<file path="config.mk">
export PLATFORM = sky130hd
export DESIGN_NAME = pwm_breath_multi
export DESIGN_NICKNAME = d
export VERILOG_FILES = /design/src/rtl/pwm_breath_pkg.sv /design/src/rtl/pwm_breath_multi_chan.sv /design/src/rtl/pwm_breath_multi.sv
export SDC_FILE = /design/constraint.sdc
export NUM_CORES = 1
export LEC_CHECK = 0
export ABC_CLOCK_PERIOD_IN_PS = 2300
export BUFFER_PORTS_ARGS = -buffer_cell sky130_fd_sc_hd__buf_2
export CELL_PAD_IN_SITES_DETAIL_PLACEMENT = 1
export CELL_PAD_IN_SITES_GLOBAL_PLACEMENT = 1
export CORE_AREA = 2 2 94 96
export CTS_BUF_LIST = sky130_fd_sc_hd__clkbuf_4
export DETAILED_ROUTE_END_ITERATION = 8
export DIE_AREA = 0 0 96 98
export HOLD_SLACK_MARGIN = 0.12
export PLACE_DENSITY = 0.8
export SLEW_MARGIN = 40
export SYNTH_ARGS = -nofsm -noshare
export SYNTH_HDL_FRONTEND = slang
export SYNTH_SLANG_ARGS = --single-unit
</file>
<file path="constraint.sdc">
create_clock -name clk -period 2.3 [get_ports clk]
set_input_delay 0.115 -clock clk [delete_from_list [all_inputs] [get_ports clk]]
set_output_delay 0.115 -clock clk [all_outputs]
set_load 0.03 [all_outputs]
</file>
<file path="src/rtl/pwm_breath_pkg.sv">
// Shared definitions for the multi-channel breathing PWM: mode encodings,
// ramp direction and the per-channel start-duty (phase offset) helper.
package pwm_breath_pkg;

  localparam logic MODE_FIXED  = 1'b0;
  localparam logic MODE_BREATH = 1'b1;

  typedef enum logic {
    DIR_UP   = 1'b0,
    DIR_DOWN = 1'b1
  } dir_e;

  // Channels start evenly spread over the duty range so they breathe out of phase.
  function automatic int unsigned phase_offset(input int unsigned idx,
                                               input int unsigned cnt_w,
                                               input int unsigned ch);
    return idx * ((32'd1 << cnt_w) / ch);
  endfunction

endpackage

</file>
<file path="src/rtl/pwm_breath_multi_chan.sv">
// One PWM channel: duty/direction registers, breathing step rule and the
// registered compare output. Duty only changes when the top strobes load/step.
module pwm_breath_chan
  import pwm_breath_pkg::*;
#(
  parameter int unsigned CNT_W     = 6,
  parameter int unsigned INIT_DUTY = 0
) (
  input  logic             clk_i,
  input  logic             rst_ni,
  input  logic             enable_i,
  input  logic             load_i,
  input  logic             step_i,
  input  logic [CNT_W-1:0] duty_in_i,
  input  logic [CNT_W-1:0] cnt_i,
  output logic             pwm_o,
  output logic [CNT_W-1:0] duty_o
);

  localparam logic [CNT_W-1:0] DMAX   = '1;
  localparam logic [CNT_W-1:0] ONE    = CNT_W'(1);
  localparam logic [CNT_W-1:0] INIT_D = CNT_W'(INIT_DUTY);

  logic [CNT_W-1:0] duty_q, duty_d;
  dir_e             dir_q,  dir_d;
  logic             pwm_q,  pwm_d;

  always_comb begin
    duty_d = duty_q;
    dir_d  = dir_q;
    if (load_i) begin
      duty_d = duty_in_i;
    end else if (step_i) begin
      // Reversal happens on the step itself, so neither end holds for two steps.
      case (dir_q)
        DIR_UP: begin
          if (duty_q == DMAX) begin
            dir_d  = DIR_DOWN;
            duty_d = DMAX - ONE;
          end else begin
            duty_d = duty_q + ONE;
          end
        end
        DIR_DOWN: begin
          if (duty_q == '0) begin
            dir_d  = DIR_UP;
            duty_d = ONE;
          end else begin
            duty_d = duty_q - ONE;
          end
        end
        default: begin
          dir_d  = DIR_UP;
          duty_d = duty_q;
        end
      endcase
    end
    pwm_d = enable_i && (cnt_i < duty_q);
  end

  always_ff @(posedge clk_i or negedge rst_ni) begin
    if (!rst_ni) begin
      duty_q <= INIT_D;
      dir_q  <= DIR_UP;
      pwm_q  <= 1'b0;
    end else begin
      duty_q <= duty_d;
      dir_q  <= dir_d;
      pwm_q  <= pwm_d;
    end
  end

  assign pwm_o  = pwm_q;
  assign duty_o = duty_q;

endmodule

</file>
<file path="src/rtl/pwm_breath_multi.sv">
// Multi-channel breathing PWM: shared period counter, step prescaler and CH
// compare channels. Define PWM_CENTER_ALIGN_EN for an up/down (centred) counter.
module pwm_breath_multi
  import pwm_breath_pkg::*;
#(
  parameter int unsigned CNT_W   = 6,
  parameter int unsigned CH      = 4,
  parameter int unsigned PRESC_W = 4
) (
  input  logic               clk,
  input  logic               reset_n,
  input  logic               enable,
  input  logic               mode,
  input  logic [CNT_W-1:0]   duty_in,
  input  logic [PRESC_W-1:0] step_div,
  output logic [CH-1:0]      pwm_out,
  output logic [CNT_W-1:0]   duty_ch0,
  output logic               period_tick
);

  localparam logic [CNT_W-1:0]   DMAX = '1;
  localparam logic [CNT_W-1:0]   ONE  = CNT_W'(1);
  localparam logic [PRESC_W-1:0] PONE = PRESC_W'(1);

  logic [CNT_W-1:0]   cnt_q,   cnt_d;
  logic [PRESC_W-1:0] presc_q, presc_d;
  logic               tick_q,  tick_d;
  logic               boundary, presc_match, load, step;
`ifdef PWM_CENTER_ALIGN_EN
  dir_e               cdir_q,  cdir_d;
`endif

  always_comb begin
    cnt_d   = cnt_q;
    presc_d = presc_q;
`ifdef PWM_CENTER_ALIGN_EN
    cdir_d  = cdir_q;
    if (enable) begin
      if (cdir_q == DIR_UP) begin
        if (cnt_q == DMAX) begin
          cnt_d  = DMAX - ONE;
          cdir_d = (DMAX == ONE) ? DIR_UP : DIR_DOWN;
        end else begin
          cnt_d = cnt_q + ONE;
        end
      end else begin
        cnt_d = cnt_q - ONE;
        if (cnt_q == ONE) cdir_d = DIR_UP;
      end
    end
`else
    if (enable) cnt_d = cnt_q + ONE;
`endif
    // Period boundary is the last cycle before the counter returns to zero.
    boundary    = enable && (cnt_q != '0) && (cnt_d == '0);
    presc_match = (presc_q >= step_div);
    load        = boundary && (mode == MODE_FIXED);
    step        = boundary && (mode == MODE_BREATH) && presc_match;
    if (boundary && (mode == MODE_BREATH)) begin
      presc_d = presc_match ? '0 : presc_q + PONE;
    end
    tick_d = boundary;
  end

  always_ff @(posedge clk or negedge reset_n) begin
    if (!reset_n) begin
      cnt_q   <= '0;
      presc_q <= '0;
      tick_q  <= 1'b0;
`ifdef PWM_CENTER_ALIGN_EN
      cdir_q  <= DIR_UP;
`endif
    end else begin
      cnt_q   <= cnt_d;
      presc_q <= presc_d;
      tick_q  <= tick_d;
`ifdef PWM_CENTER_ALIGN_EN
      cdir_q  <= cdir_d;
`endif
    end
  end

  assign period_tick = tick_q;

  for (genvar i = 0; i < CH; i++) begin : g_ch
    logic [CNT_W-1:0] duty_w;

    pwm_breath_chan #(
      .CNT_W     (CNT_W),
      .INIT_DUTY (phase_offset(i, CNT_W, CH))
    ) u_chan (
      .clk_i     (clk),
      .rst_ni    (reset_n),
      .enable_i  (enable),
      .load_i    (load),
      .step_i    (step),
      .duty_in_i (duty_in),
      .cnt_i     (cnt_q),
      .pwm_o     (pwm_out[i]),
      .duty_o    (duty_w)
    );

    if (i == 0) begin : g_obs
      assign duty_ch0 = duty_w;
    end else begin : g_rest
      logic [CNT_W-1:0] unused_duty;
      assign unused_duty = duty_w;
    end
  end

endmodule

</file>
After elaboration in Yosys (flattened, before gate mapping)
Index checks and enable logic that the tools add are counted.

storage, ports and cells
  bits of input ports = 14
  bits in registers = 43
  word-level logic and storage cells = 91
  output and inout port bits = 11

operators by class
  reduce and logical (&&, ||, !) cells = 17
  add/subtract/negate cells = 10
  equal/unequal tests = 4
  bitwise operators = 6
  order comparisons = 5
  multiplexer cells = 34

operators by type and width
  kind                                                                count
  6-bit 2-to-1 mux                                                    17
  6-bit case mux with 2 select lines                                  4
  6-bit by 1-bit adder with 6-bit output, second input constant       5
  6-bit zero test                                                     5
  6-bit equality test, second input constant                          4
  6-bit < comparator                                                  4
  6-bit by 1-bit subtractor with 6-bit output, second input constant  4
  1-bit logical AND                                                   9
  1-bit 2-to-1 mux                                                    8
  1-bit case mux with 2 select lines                                  4
  1-bit inverter                                                      6
  6-bit nonzero test                                                  1
  4-bit by 1-bit adder with 4-bit output, second input constant       1
  4-bit >= comparator                                                 1
  4-bit 2-to-1 mux                                                    1
  2-bit AND reduction                                                 1
  2-bit nonzero test                                                  1

Longest topological paths before layout
Gate-level depths: netlist of run 1.

  depth in word-level cells = 8
  gate-level depth with buffers = 10
  mapped depth without buffers = 8

Cells and area by module
From an unflattened synthesis of run 1, not the netlist that was laid out.

unflattened totals
  cell total of the unflattened synthesis = 445
  area total of the unflattened synthesis = 3792.4 µm²

by module, submodules not included
  module                             seq. area each (µm²)  cells an instance  times used  area an instance (µm²)
  pwm_breath_multi                   275.3                 75                 1           777.0
  pwm_breath_chan at g_ch[2].u_chan  201.4                 91                 1           759.5
  pwm_breath_chan at g_ch[3].u_chan  202.7                 93                 1           753.2
  pwm_breath_chan at g_ch[1].u_chan  201.4                 93                 1           752.0
  pwm_breath_chan at g_ch[0].u_chan  200.2                 93                 1           750.7

Least setup slack after synthesis of run 1
OpenSTA, ideal clock, no wires.

  path type = register to register
  start = register cnt_q[1]
  end = register g_ch[2].u_chan.duty_q[4]
  setup time = 92 ps
  clock period less this slack = 2439 ps
  setup slack = -139 ps
  stages on the path, launching flop included = 11
  path buffers = 2
  arrival time = 2347 ps
  data required time = 2208 ps
  cell sequence = dfrtp_1 -> inv_1 -> ha_1 -> nor3b_1 -> a211o_1 -> or4_4 -> buf_6 -> nor3_4 -> buf_6 -> nor2_1 -> o31ai_2

between the ends
  longest elaborated chain between the ends = 7
  elaborated cells between the ends (all ways) = 11
  those cells by class = 1 x add/sub; 2 x mux; 8 x reduce/logical

ends and longest elaborated chain
  item                                    line                         text
  from (decl)                             pwm_breath_multi.sv:25       logic [CNT_W-1:0] cnt_q, cnt_d;
  from (signal assigned)                  pwm_breath_multi.sv:74       cnt_q <= cnt_d;
  6-bit by 1-bit adder with 6-bit output  pwm_breath_multi.sv:52       if (enable) cnt_d = cnt_q + ONE;
  6-bit 2-to-1 mux                        pwm_breath_multi.sv:52
  6-bit zero test                         pwm_breath_multi.sv:55       boundary = enable && (cnt_q != '0) && (cnt_d == '0);
  1-bit logical AND *                     pwm_breath_multi.sv:55
  1-bit logical AND (2 in a row)          pwm_breath_multi.sv:58       step = boundary && (mode == MODE_BREATH) && presc_match;
  2-bit nonzero test (no source line)     --
  to (signal assigned)                    pwm_breath_multi_chan.sv:67  duty_q <= duty_d;
  to (decl)                               pwm_breath_multi_chan.sv:24  logic [CNT_W-1:0] duty_q, duty_d;

Mark *: on every way between the ends. The rest lies on a longest branch, timed or not.
A chain may end at the register's enable or synchronous reset.

Final worst setup path of run 1
  start = register cnt_q[0]
  end = register g_ch[3].u_chan.duty_q[2]

between the ends
  longest elaborated chain between the ends = 7
  elaborated cells between the ends (all ways) = 11
  those cells by class = 1 x add/sub; 2 x mux; 8 x reduce/logical

ends and longest elaborated chain
  item                                    line
  6-bit by 1-bit adder with 6-bit output  pwm_breath_multi.sv:52
  6-bit 2-to-1 mux                        pwm_breath_multi.sv:52
  6-bit zero test                         pwm_breath_multi.sv:55
  1-bit logical AND *                     pwm_breath_multi.sv:55
  1-bit logical AND (2 in a row)          pwm_breath_multi.sv:58
  2-bit nonzero test (no source line)     --
  to (signal assigned)                    pwm_breath_multi_chan.sv:67
  to (decl)                               pwm_breath_multi_chan.sv:24

Marked as above.

==> reports/metrics.cfg, run 1 <==
[run_status]
status = finished with violations
failed_checks = setup timing

[yosys]
ys_async_sr_fraction_pct = 100
postSynthAreaPerCell_sq_um = 8.25
syn_inst = 425
syn_area_sq_um = 3510
yosysWarnings = 0
ys_ff_latch = 43
ys_types = 56
yosys_most_used_dff = dfrtp_1
seq_area_frac_synth_pct = 30.8
synth_enable_flop_cells = 0
syn-num-nets = 478

[worst_setup_path]
rr_worst_depth = 11
r2r_start = cnt_q[0]
start_kind = flip-flop
setup.worst_path.class = flip-flop to flip-flop
startpoint = cnt_q[0]
cp.required_ns = 2.59
reg2reg_slack_ns = -0.38
critPathMaxFanout = 7
cp.arrival_ns = 2.97
cp-end-kind = flip-flop
r2r_end = g_ch[3].u_chan.duty_o[2]

[timing]
slew_viol_final = 0
final-setup-viol-count = 27
post-route-period-util_pct = 117
fin_crit_ns = 2.68
fin_skew_ns = 0.0223
tightest_slew_ns = 0.660
finalHoldViolations = 0
fin_tns_setup_ns = -7.71
max-slew-margin-rel_pct = 55.7
max_freq_mhz = 373
fin_hold_ws_ns = 0.150
rsz0062_at_grt = yes
timing.final.ws_setup_ns = -0.383

[grt]
grt_usage_pct = 28.2
grt_max_degree = 25
first_global_vias = 3945
overflow = 0
grt_pass1_wl_um = 20500
antenna_found_initial = 1

[routing]
drcViolationCount = 0
first_iter_violations = 231
routed_wl_um = 13300
wl_per_cell_um = 21.8
vias_per_cell = 6.12
final_antenna_net_count = 0
dr.pass1.iters = 5
dr_total_vias = 3741

[flow_run]
cap_violations = 0

[die]
core.rowCount = 34
fp.dieH_um = 98
dieArea_sq_um = 9410
core_area_sq_um = 8470
pin_count = 25
initial_core_util_pct = 41.4
die_w_um = 96

[clocking]
clkLatencyLatePin_ns = 0.38
clockBufferDepth = 2
numCtsBuffers = 5
clk_pin_slew_ns = 0.16
tritoncts = yes
htreeDepth = 2
cts.sinks = 43
cts_root_buf = clkbuf_4

[finish]
layout-drive-gt1-share_pct = 27.9
final_cell_mix = buf_4 (47), nand2_1 (38), ha_1 (37), dfrtp_1 (37), inv_1 (33)
layout_commonest_cell = buf_4
layout.nets = 554
synthToLayoutAreaGrowth_pct = 30.3
instances_no_fill = 611
nFillCells = 1008

[pwr]
power_w = 0.00565
p_leak_nw = 2.03
powerDensity_nw_per_um2 = 1240
ir_worst_vdd_v = 0.000531

[placed_design]
placed_cells = 579
dp_hpwl_um = 8390
gp_congestion = 0.849
placement.io_buffers = 24

[worst_hold_path]
hp-class = input port to flip-flop
hold_start = enable
worstHoldEndpoint = cnt_q[1]
worstHoldPathCells = 3

-- synthesized netlist by cell type (all sizes together) (2+ instances only) --
master    n  area [sq um]
mux2i     4          40.0
nor2b     4          25.0
clkbuf   15          56.3
o21ai    37           185
nor4      8          50.1
nand4     4          25.0
a21boi    5          37.5
dfstp     4           105
nand4b    3          26.3
a311oi    3          26.3
dfrtp    39           976
a211o     4          35.0
a2bb2oi   2          17.5
o22ai    15          93.8
buf      11          83.8
o21a      4          30.0
and3      5          31.3
nand2    41           156
a21oi    17          85.1
a211oi    3          27.5
a31oi     7          43.8
ha       39           488
nor2     23          86.3
xor2      2          17.5
nor3     23           126
xnor2     8          70.1
a21o      5          37.5
or3       4          25.0
o41ai     3          26.3
nand3    18          90.1
o31ai     4          35.0
nor3b     7          52.6
or4       3          26.3
inv      35           131
nand2b    2          12.5
a2111oi   2          17.5
-- report_power, final --
group | switching (W) | internal, W
combinational | 0.00207 | 0.00149
sequential | 0.000397 | 0.00106
clock | 0.000294 | 0.000338
total | 0.00276 | 0.00289
-- state kept, by name, summed over array words and instances, names as in the netlist --
| signal | count |
|---|---|
| presc_q | 4 |
| g_ch.u_chan.pwm_o | 4 |
| period_tick | 1 |
| g_ch.u_chan.duty_o | 24 |
| g_ch.u_chan.dir_q | 4 |
| cnt_q | 6 |
-- worst max-delay path by stage --
| stage | depth (start not counted) | endpoint |
|---|---|---|
| after floorplan | 10 | g_ch[2].u_chan.duty_o[4] |
| after global placement | 7 | g_ch[3].u_chan.duty_o[3] |
| after detailed placement | 8 | g_ch[0].u_chan.duty_o[1] |
| after CTS | 11 | g_ch[3].u_chan.duty_o[4] |
| after global routing | 11 | g_ch[3].u_chan.duty_o[2] |
| final | 11 | g_ch[3].u_chan.duty_o[2] |
-- logic make-up (layout without fill, tap and decap cells) --
family,count (synthesis),in the layout,share of synthesized area (%)
mux,4,4,1.14
flops,43,43,30.8
fa+ha+maj,39,39,13.9
compound gates,117,117,21.5
xor+xnor,10,10,2.50
other cells,0,1,0
buf+inv,61,138,7.74
simple gates,151,151,22.4
-- area by class of cell --
cell class	instances	area (sq um)	area share, %
Timing Repair Buffer	95	739	16.2
Inverter	35	131	2.88
Clock inverter	3	67.6	1.48
Sequential cell	43	1080	23.7
Clock buffer	5	37.5	0.822
Multi-Input combinational cell	321	2370	51.9
Antenna cell	1	2.50	0.0548
Tap cell	108	135	2.96
-- routing by layer --
layer,vias up,track usage (%),routed length [um]
li1,1695,-,-
met1,1850,35.4,5320
met2,151,48.5,6770
met3,45,4.78,748
met4,0,9.34,505
met5,-,0,0
-- per-stage QoR --
step	worst slack [ns]	utilization, %	instance area (sq um)
5_1_grt	-0.494	53.9	4570
3_5_place_dp	-0.379	47.4	4010
3_3_place_gp	-0.444	47.2	4000
2_1_floorplan	-0.122	-	3520
4_1_cts	-0.240	52.3	4430
6_report	-0.383	54.0	4570
-- worst max-delay path, cell delays in order, from the launching register on --
cell and delay (ns):
dfrtp_2 0.41, inv_2 0.05, ha_4 0.14, nor3b_1 0.13
a211o_1 0.29, or4_4 0.64, buf_6 0.17, nor3_4 0.21
buf_6 0.16, buf_8 0.13, nor3_2 0.06, o21ai_1 0.19
-- timing repair --
action                                 in CTS  in global routing
pin swaps                                  18                  9
hold buffers                                5                  1
endpoints found under the hold margin      32                  1
cloned                                      1                  0
setup endpoints to repair                  27                 32
resized for setup                          42                 25
setup buffers                              12                  6
No activity file was read; power rests on OpenSTA's default activity.
==> inputs of run 2 (changes only) <==
ABC_AREA = 1   (was default)
CORE_AREA = 2 2 102 104   (was 2 2 94 96)
CTS_BUF_LIST = default   (was sky130_fd_sc_hd__clkbuf_4)
DIE_AREA = 0 0 104 106   (was 0 0 96 98)
PLACE_DENSITY = 0.79   (was 0.8)
==> run 2 against run 1 <==
Die area is 17% higher. Synthesized cell count is 35% higher. Sequential share of layout area is 1.4 points higher. The run now ends clean. Global-route usage is 6.2 points lower. Clock-buffer cell count is 2 higher. Final area is 5.5% lower. Combinational power is 60% lower. Routed wire length is 9.9% lower. Area after synthesis is 11% higher.
==> reports/metrics.cfg, run 2 <==
[clocking]
tritoncts = yes
clk_pin_slew_ns = 0.09  ; -0.07 ns
clkLatencyLatePin_ns = 0.30  ; -0.08 ns
cts_root_buf = clkbuf_8
htreeDepth = 2  ; unchanged
clockBufferDepth = 2  ; unchanged
numCtsBuffers = 5  ; unchanged
cts.sinks = 43  ; unchanged

[placed_design]
dp_slack_ns = 0.0371  ; +0.416 ns
dp_hpwl_um = 8820  ; +5.1%
placement.io_buffers = 24  ; unchanged
gp_congestion = 0.903  ; +6.4%

[die]
fp.dieH_um = 106  ; +8.2%
core.rowCount = 37  ; +8.8%
dieArea_sq_um = 11000  ; +17%
initial_core_util_pct = 38.9  ; -2.5 points
core_area_sq_um = 10000  ; +18%
pin_count = 25  ; unchanged
die_w_um = 104  ; +8.3%

[yosys]
postSynthAreaPerCell_sq_um = 6.80  ; -18%
synth_area_leader_cell = dfrtp_1
syn_area_sq_um = 3890  ; +11%
syn-num-nets = 626  ; +31%
yosysMostFrequentCell = nand2_1
yosys.area.top_type_share_pct = 25.1  ; -2.8 points
ys_async_sr_fraction_pct = 100  ; unchanged
yosys-top-cells-area = dfrtp_1 (25%), nand2_1 (17%), ha_1 (13%)
seq_area_frac_synth_pct = 27.8  ; -3.1 points
ys_ff_latch = 43  ; unchanged
yosys_most_used_dff = dfrtp_1
yosys-top-cells-count = nand2_1 (172), inv_1 (80), nor2_1 (62)
ys_types = 34  ; -39%
synth_enable_flop_cells = 0  ; unchanged
syn_inst = 573  ; +35%
yosysWarnings = 0  ; unchanged

[finish]
antennaDiodeCount = 0  ; -1
layout.nets = 658  ; +19%
nFillCells = 1345  ; +33%
layout_commonest_cell = nand2_1
synthToLayoutAreaGrowth_pct = 10.9
final_cell_mix = nand2_1 (172), inv_1 (80), nor2_1 (62), ha_1 (39)
multiInputGateArea_sq_um = 2400  ; +1.1%
seq_area_sq_um = 1080  ; unchanged
layout-drive-gt1-share_pct = 11.4  ; -17 points
largest_register_ffs = 24  ; unchanged
post-route-util_pct = 43.2  ; -11 points

[timing]
fin_skew_ns = 0.00738  ; -0.0150 ns
max-slew-margin-rel_pct = 59.3  ; +3.6 points
tightest_slew_ns = 0.610  ; -0.0491 ns
post-route-period-util_pct = 93.0  ; -24 points
fin_crit_ns = 2.14  ; -0.544 ns
timing.final.ws_setup_ns = 0.161  ; +0.544 ns
fin_hold_ws_ns = 0.162  ; +0.0118 ns
slew_viol_final = 0  ; unchanged
max_freq_mhz = 468  ; +25%
final-setup-viol-count = 0  ; -100%
finalHoldViolations = 0  ; unchanged

[worst_setup_path]
cp.required_ns = 2.50  ; -0.09 ns
setup.worst_path.class = flip-flop to flip-flop
cp-end-kind = flip-flop
startpoint = cnt_q[0]
r2r_start = cnt_q[0]
cp.arrival_ns = 2.34  ; -0.63 ns
critPathMaxFanout = 8  ; +1
start_kind = flip-flop

[pwr]
ir_worst_vdd_v = 0.000287  ; -46%
powerDensity_nw_per_um2 = 685  ; -45%
p_leak_nw = 2.44  ; +20%
power_w = 0.00296  ; -48%

[routing]
final_antenna_net_count = 0  ; unchanged
wl_per_cell_um = 16.2  ; -26%
dr_total_vias = 3849  ; +2.9%
dr.pass1.iters = 4  ; -1
routed_wl_um = 12000  ; -9.9%
first_iter_violations = 173  ; -25%
drcViolationCount = 0  ; unchanged
vias_per_cell = 5.19  ; -15%

[flow_run]
cap_violations = 0  ; unchanged

[worst_hold_path]
hold_start = enable
hp-class = input port to flip-flop

[grt]
grt_usage_pct = 22.0  ; -6.2 points
grt_max_degree = 44  ; +76%
antenna_found_initial = 0  ; -1
overflow = 0  ; unchanged
first_global_vias = 3980  ; +0.89%
grt_pass1_wl_um = 19700  ; -4.2%

[run_status]
status = finished, final reports clean

==> run 2: timing repair <==
action,in CTS,in global routing
resized for setup,0,4
endpoints found under the setup margin,0,29
hold buffers,1,0
hold endpoints to repair,39,0
setup buffers,0,3
==> run 2: metal layers <==
metal,vias to the layer above,wire (um),track usage [%]
li1,1898,-,-
met1,1872,5560,27.7
met2,65,5900,39.9
met3,14,382,2.70
met4,0,197,5.89
met5,-,0,0
==> run 2: kinds of logic (layout without fill, tap and decap cells) <==
logic type	count (synthesis)	in the layout	share of synthesized area, %
buffers and inverters	100	132	11.2
AOI/OAI and AO/OA	59	59	9.06
DFF	43	43	27.8
and+or+nand+nor	316	317	35.8
adders and majority gates	39	39	12.5
xor gates and xnor gates	16	16	3.60
==> run 2: layout make-up <==
| cell class | instances | share of cell area [%] |
|---|---|---|
| Clock buffer | 7 | 1.77 |
| Inverter | 83 | 7.21 |
| Tap cell | 136 | 3.94 |
| Clock inverter | 1 | 0.116 |
| Multi-Input combinational cell | 431 | 55.5 |
| Timing Repair Buffer | 41 | 6.37 |
| Sequential cell | 43 | 25.1 |
==> run 2: final timing paths <==
path,depth (start not counted),slack [ns],to
setup / recovery,12,0.16,presc_q[0]
hold / removal,2,0.16,cnt_q[0]
setup reg to reg,12,0.16,presc_q[0]
hold reg to reg,2,0.56,g_ch[1].u_chan.dir_q
max in group asynchronous,3,1.43,cnt_q[0]
min in group asynchronous,3,0.43,g_ch[0].u_chan.pwm_o
==> run 2: critical path, cell delays in order (launching register included) <==
cell,delay (ns)
dfrtp_2,0.43
inv_2,0.06
ha_1,0.29
inv_1,0.05
nand2_1,0.06
nor2_1,0.09
nand3_1,0.17
nor2_8,0.23
nand2_2,0.10
nor2_4,0.27
o21ai_0,0.13
o21ai_0,0.09
inv_1,0.06
==> run 2: stage by stage <==
stage | cell area, sq um | cells | setup TNS [ns]
2_1_floorplan | 3890 | 573 | 0
3_3_place_gp | 4170 | 729 | 0
3_5_place_dp | 4170 | 729 | 0
4_1_cts | 4260 | 738 | 0
5_1_grt | 4320 | 742 | -0.00105
6_report | 4320 | 742 | 0
==> run 2: power breakdown <==
part | switching [W] | leakage [nW] | internal, W
logic | 0.000910 | 1.94 | 0.000508
clock network | 0.000295 | 0.0422 | 0.000215
registers | 0.000156 | 0.462 | 0.000877
total | 0.00136 | 2.44 | 0.00160
==> inputs of run 3 (changes only) <==
RECOVER_POWER = 100   (was default)
SLEW_MARGIN = 20   (was 40)
==> run 3 against run 2 <==
Global-route usage did not move. Critical endpoint is now g_ch[2].u_chan.duty_o[4]. Core utilization fell by 0.31 points. Largest cell class unchanged. Final area fell by 0.72%.
==> reports/metrics.cfg, run 3 (synthesis results as in run 2) <==
[pwr]
p_leak_nw = 2.41  ; -1.5%
powerDensity_nw_per_um2 = 685  ; about the same
ir_worst_vdd_v = 0.000287  ; about the same
power_w = 0.00294  ; -0.72%

[timing]
post-route-period-util_pct = 94.4  ; +1.4 points
max-slew-margin-rel_pct = 21.2  ; -38 points
fin_tns_setup_ns = 0  ; unchanged
tightest_slew_ns = 1.18  ; +0.571 ns
fin_crit_ns = 2.17  ; +0.0323 ns
final-setup-viol-count = 0  ; unchanged
slew_viol_final = 0  ; unchanged
max_freq_mhz = 461  ; -1.5%
finalHoldViolations = 0  ; unchanged
fin_skew_ns = 0.00736  ; -0.0000164 ns

[worst_setup_path]
cp-end-kind = flip-flop
cp.required_ns = 2.53  ; +0.03 ns
critPathMaxFanout = 7  ; -1
start_kind = flip-flop
cp.arrival_ns = 2.40  ; +0.06 ns
setup.worst_path.class = flip-flop to flip-flop

[routing]
wl_per_cell_um = 16.3  ; +0.24%
routed_wl_um = 12100  ; +0.24%
final_antenna_net_count = 0  ; unchanged
dr_total_vias = 3836  ; -0.34%
drcViolationCount = 0  ; unchanged
dr.pass1.iters = 4  ; unchanged
first_iter_violations = 185  ; +6.9%
vias_per_cell = 5.17  ; -0.34%

[clocking]
tritoncts = yes
htreeDepth = 2  ; unchanged
numCtsBuffers = 5  ; unchanged
clk_pin_slew_ns = 0.09  ; about the same
clockBufferDepth = 2  ; unchanged
clkLatencyLatePin_ns = 0.30  ; about the same
cts_root_buf = clkbuf_8
cts.sinks = 43  ; unchanged

[die]
core_area_sq_um = 10000  ; unchanged
pin_count = 25  ; unchanged
fp.dieH_um = 106  ; unchanged
die_w_um = 104  ; unchanged
dieArea_sq_um = 11000  ; unchanged
initial_core_util_pct = 38.9  ; unchanged
core.rowCount = 37  ; unchanged

[finish]
synthToLayoutAreaGrowth_pct = 10.1
layout-drive-gt1-share_pct = 9.24  ; -2.1 points
layout_commonest_cell = nand2_1
final_cell_mix = nand2_1 (172), inv_1 (80), nor2_1 (62), ha_1 (39)
largest_register_ffs = 24  ; unchanged
antennaDiodeCount = 0  ; unchanged
layout.nets = 658  ; unchanged
post-route-util_pct = 42.9  ; -0.31 points

[grt]
grt_usage_pct = 22.0  ; unchanged
grt_max_degree = 44  ; unchanged
overflow = 0  ; unchanged
antenna_found_initial = 0  ; unchanged
grt_pass1_wl_um = 19700  ; unchanged
first_global_vias = 3980  ; unchanged

[worst_hold_path]
hp-class = input port to flip-flop

[placed_design]
placement.io_buffers = 24  ; unchanged
gp_congestion = 0.903  ; unchanged
dp_hpwl_um = 8820  ; unchanged

[flow_run]
cap_violations = 0  ; unchanged

[run_status]
status = finished, final reports clean

## run 3: cell types whose count changed in the layout (fill, tap and decap cells not counted), sizes merged
cell / delta
buf: -14
clkbuf: +14
## run 3: metrics by stage
stage               hold WS [ns]  setup WS [ns]  std cells  cell area [sq um]
floorplan                 -0.181          0.363        573               3890
global placement           0.243          0.162        729               4170
detailed placement         0.261         0.0371        729               4170
CTS                        0.162         0.0215        738               4260
global route               0.185       -0.00106        742               4290
finish                     0.163          0.129        742               4290
## run 3: worst max-delay path: stages, from the launching register on
cell and delay, ns:
dfrtp_2 0.43, inv_2 0.06, ha_1 0.29, inv_1 0.05, nand2_1 0.06, nor2_1 0.09
nand3_1 0.17, nor2_8 0.23, buf_12 0.14, nand4_1 0.09, clkbuf_2 0.21, nand2_1 0.10
nor2_1 0.04, nor2_1 0.13
## run 3: worst paths after layout
check / start / to / cells after the start / slack [ns]
worst max-delay path: cnt_q[0] / g_ch[2].u_chan.duty_o[4] / 13 / 0.13
worst min-delay path: enable / cnt_q[0] / 2 / 0.16
worst max register to register: cnt_q[0] / g_ch[2].u_chan.duty_o[4] / 13 / 0.13
worst min register to register: g_ch[1].u_chan.dir_q / g_ch[1].u_chan.dir_q / 2 / 0.56
max in group asynchronous: reset_n / cnt_q[0] / 3 / 0.86
min in group asynchronous: reset_n / g_ch[0].u_chan.pwm_o / 3 / 0.66
## run 3: report_power, final
| part | leakage, nW | switching [W] | internal, W |
|---|---|---|---|
| Sequential | 0.461 | 0.000155 | 0.000877 |
| Combinational | 1.90 | 0.000909 | 0.000489 |
| Clock | 0.0422 | 0.000293 | 0.000215 |
## run 3: final cells by class
| class | count | area [sq um] |
|---|---|---|
| Tap cell | 136 | 170 |
| Multi-Input combinational cell | 431 | 2400 |
| Clock buffer | 7 | 76.3 |
| Inverter | 83 | 312 |
| Fill cell | 1353 | 5710 |
| Timing Repair Buffer | 41 | 244 |
| Sequential cell | 43 | 1080 |
| Clock inverter | 1 | 5.00 |
## run 3: layer usage
layer | routed length [um] | GRT usage, % | up-vias
met5 | 0 | 0 | -
met4 | 209 | 5.89 | 0
met3 | 342 | 2.70 | 16
met2 | 5890 | 39.9 | 51
met1 | 5620 | 27.7 | 1872
li1 | - | - | 1897
## run 3: repair_timing
action / CTS / global route
gates resized for setup: 0 / 4
hold endpoints to repair: 39 / 0
endpoints found under the setup margin: 0 / 29
buffers inserted: 0 / 3
hold buffers: 1 / 0
